## src/rtl/bird_collision_detector.sv

```systemverilog
// Frame-based bird collision detector: accumulates bird/target overlaps per frame and
// reports per-bird hit pulses at start of frame. Optional hold-off: COLLISION_HOLDOFF_EN.
module bird_collision_detector #(
    parameter int HOLDOFF_FRAMES = 4,
    parameter int SCORE_W        = 8
) (
    input  logic               clk,
    input  logic               resetN,
    input  logic               startOfFrame,
    input  logic               birdDR,
    input  logic [1:0]         birdSel,
    input  logic               pigDR,
    input  logic               blockDR,
    input  logic               groundDR,
    input  logic               clearScore,
    output logic [1:0]         hitPig,
    output logic [1:0]         hitBlock,
    output logic [1:0]         hitGround,
    output logic               collisionAny,
    output logic [SCORE_W-1:0] pigHits
);

    // Target index within a per-bird vector: 0 pig, 1 block, 2 ground.
    typedef enum logic [1:0] {
        ST_IDLE   = 2'd0,
        ST_ARMED  = 2'd1,
        ST_SUPP   = 2'd2
    } acc_state_e;

    localparam logic [3:0] HOLD_LOAD = 4'(HOLDOFF_FRAMES);

    logic [2:0]         ovl_s;
    logic [1:0]         bird_s;
    logic [1:0]         contact_s;
    logic [1:0][2:0]    acc_q, acc_d;
    logic [1:0][2:0]    rep_s;
    logic [1:0]         rep_any_s;
    logic [1:0]         gate_s;
    logic [1:0]         hold_last_s;
    acc_state_e         state_q [2];
    acc_state_e         state_d [2];
    acc_state_e         report_state_s;
    logic [1:0]         hit_pig_q, hit_pig_d;
    logic [1:0]         hit_block_q, hit_block_d;
    logic [1:0]         hit_ground_q, hit_ground_d;
    logic               coll_any_q, coll_any_d;
    logic [SCORE_W-1:0] score_q, score_d;

    // Per-pixel overlap and one-hot effective bird (bird 1 wins when both selected)
    always_comb begin
        ovl_s  = {groundDR, blockDR, pigDR} & {3{birdDR}};
        bird_s = 2'b00;
        if (!birdDR) begin
            bird_s = 2'b00;
        end else if (birdSel[0]) begin
            bird_s = 2'b01;
        end else if (birdSel[1]) begin
            bird_s = 2'b10;
        end else begin
            bird_s = 2'b00;
        end
        contact_s = bird_s & {2{|ovl_s}};
    end

    // Reported set per bird: closing-frame accumulation plus this cycle's overlap, gated
    always_comb begin
        rep_s     = '0;
        rep_any_s = 2'b00;
        for (int b = 0; b < 2; b++) begin
            rep_s[b]     = (acc_q[b] | (ovl_s & {3{bird_s[b]}})) & {3{gate_s[b]}};
            rep_any_s[b] = |rep_s[b];
        end
    end

    // Frame accumulators: cleared at every frame boundary, set on overlap otherwise
    always_comb begin
        acc_d = acc_q;
        if (startOfFrame) begin
            acc_d = '0;
        end else begin
            for (int b = 0; b < 2; b++) begin
                acc_d[b] = acc_q[b] | (ovl_s & {3{bird_s[b]}});
            end
        end
    end

`ifdef COLLISION_HOLDOFF_EN
    logic [1:0][3:0] hold_q, hold_d;

    // Hold-off counters: reload on report, otherwise count down once per frame
    always_comb begin
        hold_d = hold_q;
        for (int b = 0; b < 2; b++) begin
            if (!startOfFrame) begin
                hold_d[b] = hold_q[b];
            end else if (rep_any_s[b]) begin
                hold_d[b] = HOLD_LOAD;
            end else if (hold_q[b] != 4'd0) begin
                hold_d[b] = hold_q[b] - 4'd1;
            end else begin
                hold_d[b] = hold_q[b];
            end
            hold_last_s[b] = (hold_q[b] == 4'd1);
        end
        report_state_s = ST_SUPP;
    end

    // Hold-off counter registers
    always_ff @(posedge clk or negedge resetN) begin
        if (!resetN) begin
            hold_q <= '0;
        end else begin
            hold_q <= hold_d;
        end
    end
`else
    logic unused_cfg_s;

    // Without hold-off a reporting bird returns straight to IDLE
    always_comb begin
        hold_last_s    = 2'b00;
        report_state_s = ST_IDLE;
        unused_cfg_s   = ^HOLD_LOAD;
    end
`endif

    // Accumulator state registers
    always_ff @(posedge clk or negedge resetN) begin
        if (!resetN) begin
            for (int b = 0; b < 2; b++) begin
                state_q[b] <= ST_IDLE;
            end
        end else begin
            for (int b = 0; b < 2; b++) begin
                state_q[b] <= state_d[b];
            end
        end
    end

    // Accumulator next-state logic
    always_comb begin
        for (int b = 0; b < 2; b++) begin
            state_d[b] = state_q[b];
            case (state_q[b])
                ST_IDLE, ST_ARMED: begin
                    if (startOfFrame) begin
                        state_d[b] = rep_any_s[b] ? report_state_s : ST_IDLE;
                    end else if (contact_s[b]) begin
                        state_d[b] = ST_ARMED;
                    end else begin
                        state_d[b] = state_q[b];
                    end
                end
                ST_SUPP: begin
                    if (startOfFrame && hold_last_s[b]) begin
                        state_d[b] = ST_IDLE;
                    end else begin
                        state_d[b] = ST_SUPP;
                    end
                end
                default: state_d[b] = ST_IDLE;
            endcase
        end
    end

    // A suppressed bird contributes nothing to the report
    always_comb begin
        gate_s = 2'b11;
        for (int b = 0; b < 2; b++) begin
            gate_s[b] = (state_q[b] != ST_SUPP);
        end
    end

    // Pulse outputs, pixel strobe and saturating pig-hit score
    always_comb begin
        hit_pig_d    = 2'b00;
        hit_block_d  = 2'b00;
        hit_ground_d = 2'b00;
        if (startOfFrame) begin
            hit_pig_d    = {rep_s[1][0], rep_s[0][0]};
            hit_block_d  = {rep_s[1][1], rep_s[0][1]};
            hit_ground_d = {rep_s[1][2], rep_s[0][2]};
        end else begin
            hit_pig_d    = 2'b00;
            hit_block_d  = 2'b00;
            hit_ground_d = 2'b00;
        end
        coll_any_d = (|bird_s) & (pigDR | blockDR | groundDR);
        score_d    = score_q;
        if (clearScore) begin
            score_d = '0;
        end else if ((|hit_pig_d) && (score_q != {SCORE_W{1'b1}})) begin
            score_d = score_q + {{(SCORE_W-1){1'b0}}, 1'b1};
        end else begin
            score_d = score_q;
        end
    end

    // Datapath registers
    always_ff @(posedge clk or negedge resetN) begin
        if (!resetN) begin
            acc_q        <= '0;
            hit_pig_q    <= 2'b00;
            hit_block_q  <= 2'b00;
            hit_ground_q <= 2'b00;
            coll_any_q   <= 1'b0;
            score_q      <= '0;
        end else begin
            acc_q        <= acc_d;
            hit_pig_q    <= hit_pig_d;
            hit_block_q  <= hit_block_d;
            hit_ground_q <= hit_ground_d;
            coll_any_q   <= coll_any_d;
            score_q      <= score_d;
        end
    end

    assign hitPig       = hit_pig_q;
    assign hitBlock     = hit_block_q;
    assign hitGround    = hit_ground_q;
    assign collisionAny = coll_any_q;
    assign pigHits      = score_q;

endmodule

```

## config.mk

```make
export PLATFORM = sky130hd
export DESIGN_NAME = bird_collision_detector
export DESIGN_NICKNAME = d
export VERILOG_FILES = /design/src/rtl/bird_collision_detector.sv
export SDC_FILE = /design/constraint.sdc
export NUM_CORES = 1
export LEC_CHECK = 0
export CORE_AREA = 2 2 54 56
export CTS_CLUSTER_DIAMETER = 40
export CTS_CLUSTER_SIZE = 40
export DETAILED_ROUTE_END_ITERATION = 10
export DIE_AREA = 0 0 56 58
export PLACE_DENSITY = 0.72
export SYNTH_ARGS = -nofsm -noshare
export SYNTH_HDL_FRONTEND = slang
export SYNTH_SLANG_ARGS = --single-unit
```

## constraint.sdc

```tcl
create_clock -name clk -period 1.6 [get_ports clk]
set_clock_uncertainty 0.2 [all_clocks]
set_input_delay 0.32 -clock clk [delete_from_list [all_inputs] [get_ports clk]]
set_output_delay 0.32 -clock clk [all_outputs]
set_load 0.03 [all_outputs]
```

# Word-level counts from Yosys, hierarchy flattened
# Index checks and enable logic that the tools add are counted.
[word_totals]
regBits = 25
out_inout_bits = 15
[classes]
addsub = 1
n_eq_ne = 9
mux = 15
bitwise_logic = 11
n_reduce_logical = 9
[op_table]
columns = ["op", "n"]
rows = [
  ["2-to-1 mux 2 bit", 10],
  ["2-to-1 mux 8 bit", 2],
  ["AND 3 bit", 5],
  ["adder 8 x 1 -> 8 bit (second input constant)", 1],
  ["inequality test 8 bit (second input constant)", 1],
  ["one-hot mux 2 bit (2 select lines)", 2],
  ["OR reduction 2 bit", 4],
  ["2-to-1 mux 6 bit", 1],
  ["inequality test 3 bit (second input constant)", 2],
  ["bitwise OR 3 bit", 2],
  ["== test 2 x 1 -> 1 bit (second input constant)", 2],
  ["== test 2 bit (second input constant)", 2],
  ["zero test 2 bit", 2],
  ["inequality test 2 bit (second input constant)", 2],
  ["OR reduction 3 bit", 1],
  ["AND 2 bit", 1],
  ["bitwise OR 1 bit", 2],
  ["nonzero test 2 bit", 1],
  ["AND 1 bit", 1],
  ["logical AND 1 bit", 1],
]

# Logic depth before layout (Yosys ltp)
[depth]
ltp_word = 11
depth_mapped = 5
mapped_depth_nobuf = 5

# Worst setup path after synthesis
# OpenSTA, ideal clock, no wires.
[synth_path]
path_kind = "register -> register"
from = "register score_q[0], in the netlist pigHits[0]"
to = "register score_q[7], in the netlist pigHits[7]"
setup_time_ps = 128
t_arrival_ps = 1608
required_time_ps = 1272
setup_slack_ps = -335
stages_incl_launch_ff = 6
cell_sequence = "dfrtp_1 ha_1 nand4_1 nand3_1 a211oi_1 mux2_1"
[synth_via]
elab_chain_len = 3
[synth_rtl]
columns = ["element", "line", "text"]
rows = [
  ["from (decl)", "47", "logic [SCORE_W-1:0] score_q, score_d;"],
  ["from (signal assigned)", "214", "score_q <= score_d;"],
  ["adder 8 x 1 -> 8 bit or inequality test 8 bit (tied branches)", "193, 192", ""],
  ["2-to-1 mux 8 bit or logical AND 1 bit (tied branches)", "192", "end else if ((|hit_pig_d) && (score_q != {SCORE_W{1'b1}})) begin"],
  ["2-to-1 mux 8 bit or nonzero test 2 bit (tied branches)", "--", ""],
]
# Several ways; a longest one is shown, not always the timed one. The select of a mux whose other input is x is not followed.
# A chain may end at the register's enable or synchronous reset.

# Final worst setup path
[layout_path]
from = "register score_q[1], in the netlist pigHits[1]"
to = "register score_q[6], in the netlist pigHits[6]"
# The elaborated chain is that of the path after synthesis.

==> results_dict.tcl <==
set metrics [dict create \
    status "finished with violations" \
    violations "negative setup slack" \
    seq_area_frac_synth 0.557 \
    synth-edff-count 0 \
    synth_cells 104 \
    fmax_mhz 573 \
    maxCapViolations 0 \
    max_stage_delay_ns 0.45 \
    row_count 19 \
    async_flop_share 1.00 \
    fill_cells 246 \
    vias_per_cell 5.17 \
    p_total_mw 1.13 \
    dieArea_mm2 0.00325 \
    ant_nets 0 \
    grt_max_degree 26 \
    htree_levels 1 \
    synth_cell_types 24 \
    grt_pass1_wl_mm 4.18 \
    cts_made_buffers 3 \
    gp_congestion 0.728 \
    setup_ws_ns -0.144 \
    vdd_ir_drop_max_mv 0.630 \
    rsz0062_at_grt "true" \
    die_y_um 58 \
    core-area_mm2 0.00266 \
    synth.avg_cell_area_um2 10.8 \
    cts-root-buf "clkbuf_4" \
    vias 952 \
    hpwl_mm 1.78 \
    netlist.area_leader.share 0.557 \
    cp-start-kind "register" \
    ys_seq_elements 25 \
    synthesis.area_mm2 0.00112 \
    clk_path_buf_depth 2 \
    yosys-top-cells-count "25 x dfrtp_1, 20 x nor2_1, 7 x mux2_1, 7 x nor2b_1" \
    drt_pass1_iterations 6 \
    synth_area_leaders "dfrtp_1 56%, mux2_1 7.0%, nor2_1 6.7%, nor2b_1 3.9%, a211oi_1 2.7%" \
    synth_nets 115 \
    crit_path_cell_trace "ha_4 > nand4_1 > buf_4 > nand4_1 > a21oi_2 > mux2_4" \
    io_pins 25 \
    setup_viol 9 \
    fin_crit_sh 1.09 \
    nNetsFinal 165 \
    postPlaceCellArea_mm2 0.00156 \
    worstSetupPathType "register to register" \
    postCtsHoldBufs 0 \
    slew_headroom 0.762 \
    power_density_mw_per_mm2 686 \
    cts_tree "done" \
    critPathMostFrequentCell "nand4_1" \
    post-place-cells 177 \
    synth_ff_type "dfrtp_1" \
    cp.required_ns 1.61 \
    cp_slowest_cell "dfrtp_2" \
    finalWirelength_mm 2.55 \
    hold_ws_ns 0.133 \
    arrival_ns 1.75 \
    yosysMostFrequentCell "dfrtp_1" \
    worst_pin_slew_ns 0.356 \
    multiInputGateArea_um2 548 \
    synthToLayoutAreaGrowth_pct 46.2 \
    finalHoldViolations 0 \
    total_leakage_power_nw 0.796 \
    min_period_ns 1.74 \
    path_delay_family "flip-flops" \
    worst_skew_pair.late_latency_ns 0.32 \
    diodes 0 \
    critPathMaxFanout 3 \
    cp_num_buf_inv 1 \
    drive_gt1_frac 0.386 \
    finalInstanceArea_mm2 0.00164 \
    grt_pass1_vias 954 \
    yosysWarnings 0 \
    hold_class "input pin to register" \
    start_util 0.422 \
    path_clk_slew_ns 0.14 \
    end_kind "register" \
    dieWidth_um 56 \
    drt_iter0_markers 16 \
    grt_overflow 0 \
    avgRoutedWirePerCell_um 13.9 \
    setup-tns-final_ns -0.949 \
    drc 0 \
    seq_area_um2 628 \
    layoutNonFillerInstCount 184 \
    cts.sinks 25 \
    track_usage 0.168 \
    yosysTopAreaCell "dfrtp_1" \
    final_max_slew_viol_count 0 \
    antenna_found_initial 0 \
    port_buffers 24 \
]
==> logic make-up after synthesis <==
group                      Yosys count  synth area share
AOI/OAI and AO/OA                   17             0.111
adders and majority gates            1            0.0111
buffers and inverters                6            0.0200
DFF                                 25             0.557
muxes                                8            0.0791
and+or+nand+nor                     47             0.222
==> report_power, final <==
group	internal (mW)	total [mW]	leakage [nW]	switching [mW]
clock network	0.0976	0.282	0.0150	0.184
registers	0.652	0.662	0.339	0.00978
logic	0.0843	0.183	0.442	0.0989
total	0.834	1.13	0.796	0.293
==> worst paths after layout <==
path	slack [ns]	cells past startpoint	startpoint	endpoint
max reg2reg	-0.14	6	pigHits[1]$_DFFE_PN0P_	pigHits[6]$_DFFE_PN0P_
min reg2reg	0.25	1	state_q[1]$_DFFE_PN0P_	state_q[0]$_DFFE_PN0P_
max in group asynchronous	0.80	2	resetN	state_q[2]$_DFFE_PN0P_
max	-0.14	6	pigHits[1]$_DFFE_PN0P_	pigHits[6]$_DFFE_PN0P_
min in group asynchronous	0.14	2	resetN	pigHits[5]$_DFFE_PN0P_
min	0.13	3	birdSel[0]	acc_q[0]$_DFF_PN0_
==> tightest hold or removal path, cell delays in order <==
cell and delay, ns:
clkbuf_2 0.11, a31oi_1 0.10, nor2_1 0.07
==> cells in the final DEF (no fill, tap or decap), types with 2 or more instances in the layout <==
master           count
nand2_1              3
clkbuf_2             5
clkdlybuf4s15_1      3
buf_6                5
nand4_1              2
clkbuf_4             3
a211oi_2             4
clkdlybuf4s15_2      2
nor3_1               2
nand2b_1             4
dfrtp_2              2
nor2_1              19
dfrtp_1             23
a31oi_1              4
mux2_1               2
a21oi_2              2
buf_4               23
mux2_4               5
a21oi_1              4
nand3_1              4
nor2b_1              7
inv_1                4
clkdlybuf4s50_1      4
dlygate4sd2_1        4
==> stage by stage <==
step | setup WS [ns] | util
6_report | -0.144 | 0.617
5_1_grt | -0.204 | 0.617
4_1_cts | -0.115 | 0.609
3_5_place_dp | -0.707 | 0.585
3_3_place_gp | -0.617 | 0.585
2_1_floorplan | -0.140 | -
==> flip-flops by register name (all words and copies together) (netlist names) <==
name and cells:
collisionAny 1, acc_q 6, pigHits 8, hitGround 2
hitPig 2, state_q 4, hitBlock 2
==> cell type report <==
cell class                 instances  share of cell area
sequential                        25               0.382
multi-input combinational         73               0.334
timing repair buffer              47               0.235
tap                               31              0.0236
clock buffer                       4              0.0160
inverter                           4             0.00914
==> layer usage <==
layer	up-vias	GRT usage	wire length [um]
li1	457	-	-
met1	455	0.213	1080
met2	34	0.279	1290
met3	6	0.0268	136
met4	0	0.0884	47
met5	-	0	0
==> repair_timing <==
item                                    in CTS  in global routing
buffers inserted                             1                  2
endpoints found under the setup margin      20                 20
resized for setup                           33                 20
cloned                                       0                  0
pin swaps                                    9                  2
No activity file was read; power rests on OpenSTA's default activity.
